$ cat src/rtl/a23_cache_flush_ctrl_pkg.sv
// rtl/a23_cache_flush_ctrl_pkg.sv - shared a23 cache flush state encoding and region constants
package a23_cache_flush_ctrl_pkg;

  typedef enum logic [1:0] {
    ST_INIT  = 2'd0,
    ST_IDLE  = 2'd1,
    ST_FLUSH = 2'd2
  } flush_state_t;

  // Cacheable-area map: one bit per 2 MB region, only the low 64 MB is cacheable.
  localparam int REGION_LSB = 21;
  localparam int REGION_MSB = 25;

endpackage

$ cat src/rtl/a23_cache_flush_ctrl.sv
// rtl/a23_cache_flush_ctrl.sv - tag-RAM invalidate walker for power-up init and CP15 flush
module a23_cache_flush_ctrl
  import a23_cache_flush_ctrl_pkg::*;
#(
  parameter  int CACHE_LINES = 256,
  parameter  int CACHE_WAYS  = 4,
  localparam int IDX_W       = $clog2(CACHE_LINES)
) (
  input  logic                  i_clk,
  input  logic                  i_rst,
  input  logic                  i_cache_enable,
  input  logic                  i_cache_flush,
  input  logic [31:0]           i_cacheable_area,
  input  logic [31:0]           i_address,
  output logic                  o_flushing,
  output logic                  o_stall,
  output logic                  o_tag_wr,
  output logic [CACHE_WAYS-1:0] o_tag_wr_ways,
  output logic [IDX_W-1:0]      o_tag_index,
  output logic                  o_flush_done,
  output logic                  o_cacheable
);

  localparam logic [IDX_W-1:0] LAST_IDX = IDX_W'(CACHE_LINES - 1);

  flush_state_t     state_q, state_d;
  logic [IDX_W-1:0] idx_q, idx_d;
  logic             tag_wr_q, tag_wr_d;
  logic             flush_done;

  always_ff @(posedge i_clk or posedge i_rst) begin
    if (i_rst) begin
      state_q  <= ST_INIT;
      idx_q    <= '0;
      tag_wr_q <= 1'b0;
    end else begin
      state_q  <= state_d;
      idx_q    <= idx_d;
      tag_wr_q <= tag_wr_d;
    end
  end

  // tag_wr_q is low in INIT only for the first cycle after reset, so index 0
  // is presented on the first edge rather than skipped.
  always_comb begin
    state_d    = state_q;
    idx_d      = idx_q;
    tag_wr_d   = tag_wr_q;
    flush_done = 1'b0;
    case (state_q)
      ST_IDLE: begin
        tag_wr_d = 1'b0;
        idx_d    = '0;
        if (i_cache_flush) begin
          state_d  = ST_FLUSH;
          tag_wr_d = 1'b1;
        end
      end
      ST_INIT, ST_FLUSH: begin
        tag_wr_d = 1'b1;
        if (i_cache_flush) begin
          state_d = ST_FLUSH;
          idx_d   = '0;
        end else if (!tag_wr_q) begin
          idx_d = '0;
        end else if (idx_q == LAST_IDX) begin
          state_d    = ST_IDLE;
          idx_d      = '0;
          tag_wr_d   = 1'b0;
          flush_done = 1'b1;
        end else begin
          idx_d = idx_q + 1'b1;
        end
      end
      default: begin
        state_d  = ST_INIT;
        idx_d    = '0;
        tag_wr_d = 1'b0;
      end
    endcase
  end

  assign o_tag_wr      = tag_wr_q;
  assign o_tag_wr_ways = {CACHE_WAYS{tag_wr_q}};
  assign o_tag_index   = idx_q;
  assign o_flush_done  = flush_done;
  assign o_flushing    = (state_q != ST_IDLE);
  assign o_stall       = (state_q != ST_IDLE);

  logic unused_addr_bits;
  assign unused_addr_bits = ^i_address[REGION_LSB-1:0];

  assign o_cacheable = i_cache_enable
                     && (i_address[31:REGION_MSB+1] == '0)
                     && i_cacheable_area[i_address[REGION_MSB:REGION_LSB]]
                     && (state_q == ST_IDLE);

endmodule

$ cat config.mk
export PLATFORM = sky130hd
export DESIGN_NAME = a23_cache_flush_ctrl
export DESIGN_NICKNAME = d
export VERILOG_FILES = /design/src/rtl/a23_cache_flush_ctrl_pkg.sv /design/src/rtl/a23_cache_flush_ctrl.sv
export SDC_FILE = /design/constraint.sdc
export NUM_CORES = 1
export LEC_CHECK = 0
export ABC_AREA = 0
export BUFFER_PORTS_ARGS = -buffer_cell sky130_fd_sc_hd__buf_2
export CAP_MARGIN = 20
export CORE_MARGIN = 3
export CORE_UTILIZATION = 39
export CTS_CLUSTER_DIAMETER = 60
export DETAILED_ROUTE_END_ITERATION = 6
export PLACE_DENSITY = 0.88
export SLEW_MARGIN = 20
export SYNTH_ARGS = -nofsm -noshare
export SYNTH_HDL_FRONTEND = slang
export SYNTH_SLANG_ARGS = --single-unit
$ cat constraint.sdc
create_clock -name i_clk -period 4.7 [get_ports i_clk]
set_clock_uncertainty 0.15 [all_clocks]
set_input_delay 0.94 -clock i_clk [delete_from_list [all_inputs] [get_ports i_clk]]
set_output_delay 0.94 -clock i_clk [all_outputs]
set_load 0.03 [all_outputs]
==> results_dict.tcl, run 1 <==
set metrics [dict create \
    outcome "finished clean" \
    pwr_density_cell_nw_per_um2 184.5 \
    postCtsSetupBuffers 0 \
    synth_nets 155 \
    first_global_vias 881 \
    cts_root_buf "clkbuf_4" \
    required_ns 3.61 \
    firstDrtPassIters 4 \
    dr.first_iter.drc_count 8 \
    h-tree-depth 1 \
    slew_headroom_pct 72.84 \
    area_growth_pct 35.04 \
    setup_viol 0 \
    finalNonFillerCells 172 \
    die_w_um 53.46 \
    maxCapViolations 0 \
    cts_buffers 3 \
    synth_edf_count 0 \
    wl_um 2152 \
    drc_errors 0 \
    period_minus_slack_ns 3.563 \
    start_kind "input pin" \
    initial_core_util_pct 43.01 \
    syn_area_per_cell_sq_um 10.21 \
    die_h_um 53.46 \
    cts_hold_buf 0 \
    antenna_found_initial 0 \
    io_pins 85 \
    nFillCells 195 \
    hold_violations 0 \
    synth_top_area_share_pct 31.34 \
    rsz0062_at_grt "no" \
    seq_area_frac_synth_pct 31.34 \
    cp_max_fo 10 \
    clkLatencyLatePin_ns 0.27 \
    wl_per_cell_um 12.51 \
    cts_num_sinks 11 \
    r2r_start "o_tag_index[0]" \
    post-place-cells 168 \
    synth_common_cells "dfrtp_1 (11), nor2_1 (11), buf_4 (6)" \
    cts_tree "yes" \
    via_per_inst 5.343 \
    post-route-period-util_pct 75.81 \
    busiest_layer "met2" \
    seqCellArea_sq_um 275.3 \
    reg2reg_to "state_q[1]" \
    final_nets 215 \
    synth_warnings 0 \
    drtAntennaViolNets 0 \
    core_sq_um 2042 \
    ys_seq_elements 11 \
    hold_slack_ns 0.3600 \
    grt_util_met2_pct 30.00 \
    ys_top_cells_by_area "dfrtp_1 (31%), mux4_1 (12%), mux2i_1 (5.7%)" \
    drv_slew 0 \
    ys_types 32 \
    grt_pass1_wl_um 3394 \
    rows 16 \
    grt_max_degree 12 \
    post-synth-top-area-cell "dfrtp_1" \
    ys_async_sr_fraction_pct 100.0 \
    fin_tns_setup_ns 0 \
    multi_input_area_sq_um 520.5 \
    met1_usage_pct 15.97 \
    rr_worst_depth 5 \
    final_layout_size_suffix_gt1_share_pct 48.97 \
    crit_end "o_cacheable" \
    vdd_drop_max_uv 93.23 \
    synth_ff_type "dfrtp_1" \
    gp_congestion 0.7105 \
    io_buffers 63 \
    die-area_sq_um 2857 \
    grt.total_usage_pct 16.37 \
    fmax_mhz 280.7 \
    power.leakage_nw 0.6038 \
    postSynthCellCount 86 \
    vias 919 \
    path_clk_slew_ns 0.06 \
    post_cts_resized 0 \
    cp-end-kind "output port" \
    grt_use_met3_pct 4.789 \
    crit_start "i_address[22]" \
    grt_overflow 0 \
    arrival_ns 2.47 \
    netlist_area_sq_um 878.3 \
    hp-class "flip-flop to flip-flop" \
    cts_buffer_depth 2 \
    worst-r2r-setup-slack_ns 2.97 \
    finalPower_uw 218.9 \
    critPathKind "input pin to output port" \
    tightest_slew_ns 0.4069 \
    num_antenna_cells 0 \
]
## final cells by class
class	instances	area share [%]
Clock buffer	4	2.215
Inverter	4	1.266
Multi-Input combinational cell	63	43.88
Sequential cell	11	23.21
Tap cell	27	2.848
Timing Repair Buffer	63	26.58
## critical path, cell delays in order
cell	delay (ns)
buf_2	0.24
mux4_1	0.59
mux2_2	0.28
a21boi_1	0.14
a2111oi_1	0.09
buf_2	0.19
## placed cells by master (no fill, tap or decap)
cell,count
buf_2,63
nor2_1,11
dfrtp_1,11
nand2_1,5
mux2i_1,5
nand3_1,4
inv_1,4
mux4_1,4
o21ai_0,3
or3_1,3
nor3_1,3
xnor2_1,3
clkbuf_4,3
xor2_1,2
mux4_2,2
a22oi_1,2
a21oi_1,1
and2_1,1
nand2b_1,1
o31a_1,1
or2_0,1
mux2_2,1
a21boi_1,1
nor2b_1,1
a2111oi_2,1
nand4_1,1
nand3b_1,1
and2b_2,1
a311oi_1,1
a2111oi_1,1
o22ai_1,1
ha_1,1
clkbuf_1,1
## kinds of logic after synthesis
family,count (synthesis),synth area share (%)
AO/OA/AOI/OAI,12,10.40
XOR/XNOR,5,4.987
adder cells (fa/ha/maj),1,1.424
buffers and inverters,12,9.401
flip-flops,11,31.34
multiplexers,12,24.07
AND/OR/NAND/NOR,33,18.38
## how the worst min path moves through the flow
stage                 end  cells past startpoint  startpoint  slack [ns]
2_1_floorplan  state_q[1]                      1  state_q[1]        0.32
3_3_place_gp   state_q[1]                      1  state_q[1]        0.33
3_5_place_dp   state_q[1]                      1  state_q[1]        0.35
4_1_cts        state_q[1]                      1  state_q[1]        0.36
5_1_grt        state_q[1]                      1  state_q[1]        0.39
6_report       state_q[1]                      1  state_q[1]        0.36
## state kept, by name (all words and copies together), names as in the netlist
signal and cells:
o_tag_index 8, state_q 2, o_tag_wr 1
## per-layer routing
layer	up-vias	wire, um	part of all wire (%)
li1	430	-	-
met1	425	757	35
met2	59	1090	51
met3	5	267	12
met4	0	37	1.7
met5	-	0	0
## where the power goes
part | switching (mW) | internal (mW) | total (mW)
clock network | 0.0309 | 0.0329 | 0.0638
logic | 0.0248 | 0.0309 | 0.0557
registers | 0.00276 | 0.0967 | 0.0995
## stage by stage
stage	setup WS, ns	util [%]	area (sq um)
global route	1.042	58.09	1186
finish	1.137	58.09	1186
detailed placement	1.121	56.80	1160
floorplan	0.8277	-	878.3
CTS	1.119	58.09	1186
global placement	1.135	56.80	1160
No activity file was read; power rests on OpenSTA's default activity.
==> run 2: changes to the inputs <==
--- a/config.mk
+++ b/config.mk
@@ -5,14 +5,14 @@
 export SDC_FILE = /design/constraint.sdc
 export NUM_CORES = 1
 export LEC_CHECK = 0
-export ABC_AREA = 0
+export ABC_AREA = 1
 export BUFFER_PORTS_ARGS = -buffer_cell sky130_fd_sc_hd__buf_2
 export CAP_MARGIN = 20
 export CORE_MARGIN = 3
-export CORE_UTILIZATION = 39
+export CORE_UTILIZATION = 35
 export CTS_CLUSTER_DIAMETER = 60
 export DETAILED_ROUTE_END_ITERATION = 6
-export PLACE_DENSITY = 0.88
+export PLACE_DENSITY = 0.79
 export SLEW_MARGIN = 20
 export SYNTH_ARGS = -nofsm -noshare
 export SYNTH_HDL_FRONTEND = slang
==> constraint.sdc (replaced) <==
create_clock -name i_clk -period 2.9 [get_ports i_clk]
set_clock_uncertainty 0.15 [all_clocks]
set_input_delay 0.58 -clock i_clk [delete_from_list [all_inputs] [get_ports i_clk]]
set_output_delay 0.58 -clock i_clk [all_outputs]
set_load 0.03 [all_outputs]
==> results_dict.tcl, run 2 <==
set metrics [dict create \
    outcome "finished clean" \
    synth_edf_count 0 \
    required_ns 2.17 \
    synth_ff_type "dfrtp_1" \
    grt_max_degree 18 \
    top_layer "met3" \
    pwr_density_cell_nw_per_um2 286.6 \
    die-area_sq_um 3581 \
    grt.total_usage_pct 14.43 \
    path_cells "buf_2, inv_8, nand2_1, nand3_1, nand3_1, nand2_1, nand2_1, nand2_1, nor2_1, nor2_1, buf_2" \
    cts_root_buf "clkbuf_4" \
    synth_most_common_cell "nand2_1" \
    finalNonFillerCells 238 \
    post-route-period-util_pct 84.95 \
    crit_cells 11 \
    syn_area_per_cell_sq_um 6.765 \
    h-tree-depth 1 \
    cts_hold_buf 0 \
    dpl.hpwl_um 2029 \
    cp-end-kind "output port" \
    num_antenna_cells 0 \
    fin_tns_setup_ns 0 \
    die_h_um 59.85 \
    route.met2.wl_um 1235 \
    drtAntennaViolNets 0 \
    final_util_pct 49.86 \
    cts_buffer_depth 2 \
    cts_tree "yes" \
    drc_errors 0 \
    wl_um 2538 \
    start_kind "input pin" \
    ys_types 26 \
    slowest_delay_ns 0.30 \
    final_nets 278 \
    ys_top_cells_by_area "dfrtp_1 (27%), nand2_1 (16%), nand3_1 (8.9%)" \
    grt_pass1_wl_um 4050 \
    critical_path_buf_inv_count 3 \
    setup_viol 0 \
    core_sq_um 2613 \
    hold_slack_ns 0.1424 \
    post_cts_resized 0 \
    power.leakage_nw 0.7276 \
    drt-met1-wl_um 1097 \
    firstDrtPassIters 4 \
    hold_violations 0 \
    final_layout_size_suffix_gt1_share_pct 40.87 \
    postCtsSetupBuffers 0 \
    rows 18 \
    arrival_ns 1.73 \
    path_clk_slew_ns 0.07 \
    grt_overflow 0 \
    finalPower_uw 373.3 \
    rsz0062_at_grt "no" \
    wl_per_cell_um 10.66 \
    slew_headroom_pct 71.49 \
    gp_congestion 0.7375 \
    fmax_mhz 405.9 \
    via_per_inst 4.580 \
    dp_slack_ns 0.4421 \
    maxCapViolations 0 \
    mostFrequentLayoutCells "buf_2 (63), nand2_1 (43), nor2_1 (21)" \
    critPathKind "input pin to output port" \
    postSynthCellCount 150 \
    drv_slew 0 \
    ys_seq_elements 11 \
    synth_top_area_share_pct 27.13 \
    synth_common_cells "nand2_1 (43), nor2_1 (21), nand3_1 (18)" \
    first_global_vias 942 \
    crit_path_top_delay_cell "buf_2" \
    postPlaceCellArea_sq_um 1276 \
    seq_area_frac_synth_pct 27.13 \
    r2r_start "o_tag_index[0]" \
    antenna_found_initial 0 \
    ys_async_sr_fraction_pct 100.0 \
    seqCellArea_sq_um 275.3 \
    met3WireLength_um 204 \
    io_pins 85 \
    synth_warnings 0 \
    clkLatencyLatePin_ns 0.27 \
    cts_buffers 3 \
    post-place-cells 234 \
    cp_top_family "buffers and inverters" \
    largest_register_ffs 8 \
    postLayoutCellArea_sq_um 1303 \
    dr.first_iter.drc_count 63 \
    netlist_area_sq_um 1015 \
    crit_start "i_address[21]" \
    final_common_cell "buf_2" \
    post-synth-top-area-cell "dfrtp_1" \
    cp_max_fo 17 \
    die_w_um 59.85 \
    io_buffers 63 \
    cts_num_sinks 11 \
    critPathMostFrequentCell "nand2_1" \
    area_growth_pct 28.36 \
    vdd_drop_max_uv 257.7 \
    rr_worst_depth 8 \
    vias 1090 \
    initial_core_util_pct 38.84 \
    hp-class "input pin to asynchronous set/reset pin" \
    synth_nets 219 \
    nFillCells 288 \
    tightest_slew_ns 0.4271 \
    fin_ws_ns 0.4364 \
    period_minus_slack_ns 2.464 \
    multi_input_area_sq_um 584.3 \
]
[run 2: cell types whose count changed after synthesis, moves of 7 or more]
| cell | before | now |
|---|---|---|
| inv_1 | 4 | 12 |
| nor2_1 | 11 | 21 |
| nand3_1 | 4 | 18 |
| nand2_2 | 0 | 7 |
| nand2_1 | 5 | 43 |
[run 2: cell families (layout without fill, tap and decap cells)]
family | count (synthesis) | after routing | synth area share (%)
AND/OR/NAND/NOR | 102 | 102 | 49.08
buffers and inverters | 24 | 82 | 15.29
flip-flops | 11 | 11 | 27.13
AO/OA/AOI/OAI | 10 | 10 | 5.549
XOR/XNOR | 2 | 2 | 1.727
adder cells (fa/ha/maj) | 1 | 1 | 1.233
[run 2: metal layers]
| metal | track usage (%) | vias up |
|---|---|---|
| met5 | 0 | - |
| met2 | 24.54 | 31 |
| met1 | 18.94 | 472 |
| li1 | - | 587 |
| met4 | 0.9494 | 0 |
| met3 | 4.104 | 0 |
[run 2: cell type report]
class,count,area share (%)
multi-input cells,115,44.86
repair buffers,63,24.21
flip-flops and latches,11,21.13
inverters,15,4.899
well taps,30,2.882
clock buffers,4,2.017
[run 2: path summary, 6_finish.rpt]
path | end | slack, ns
setup reg to reg | state_q[1] | 1.36
hold reg to reg | o_tag_index[0] | 0.33
min in group i_clk | o_tag_index[0] | 0.33
hold / removal | o_tag_index[1] | 0.14
max in group asynchronous | o_tag_index[7] | 2.16
setup / recovery | o_cacheable | 0.44
[run 2: report_power, final]
part | switching [mW] | internal [mW] | leakage, nW
sequential | 0.00421 | 0.158 | 0.143
combinational | 0.0592 | 0.0474 | 0.570
clock | 0.0514 | 0.0532 | 0.0150
total | 0.115 | 0.258 | 0.728
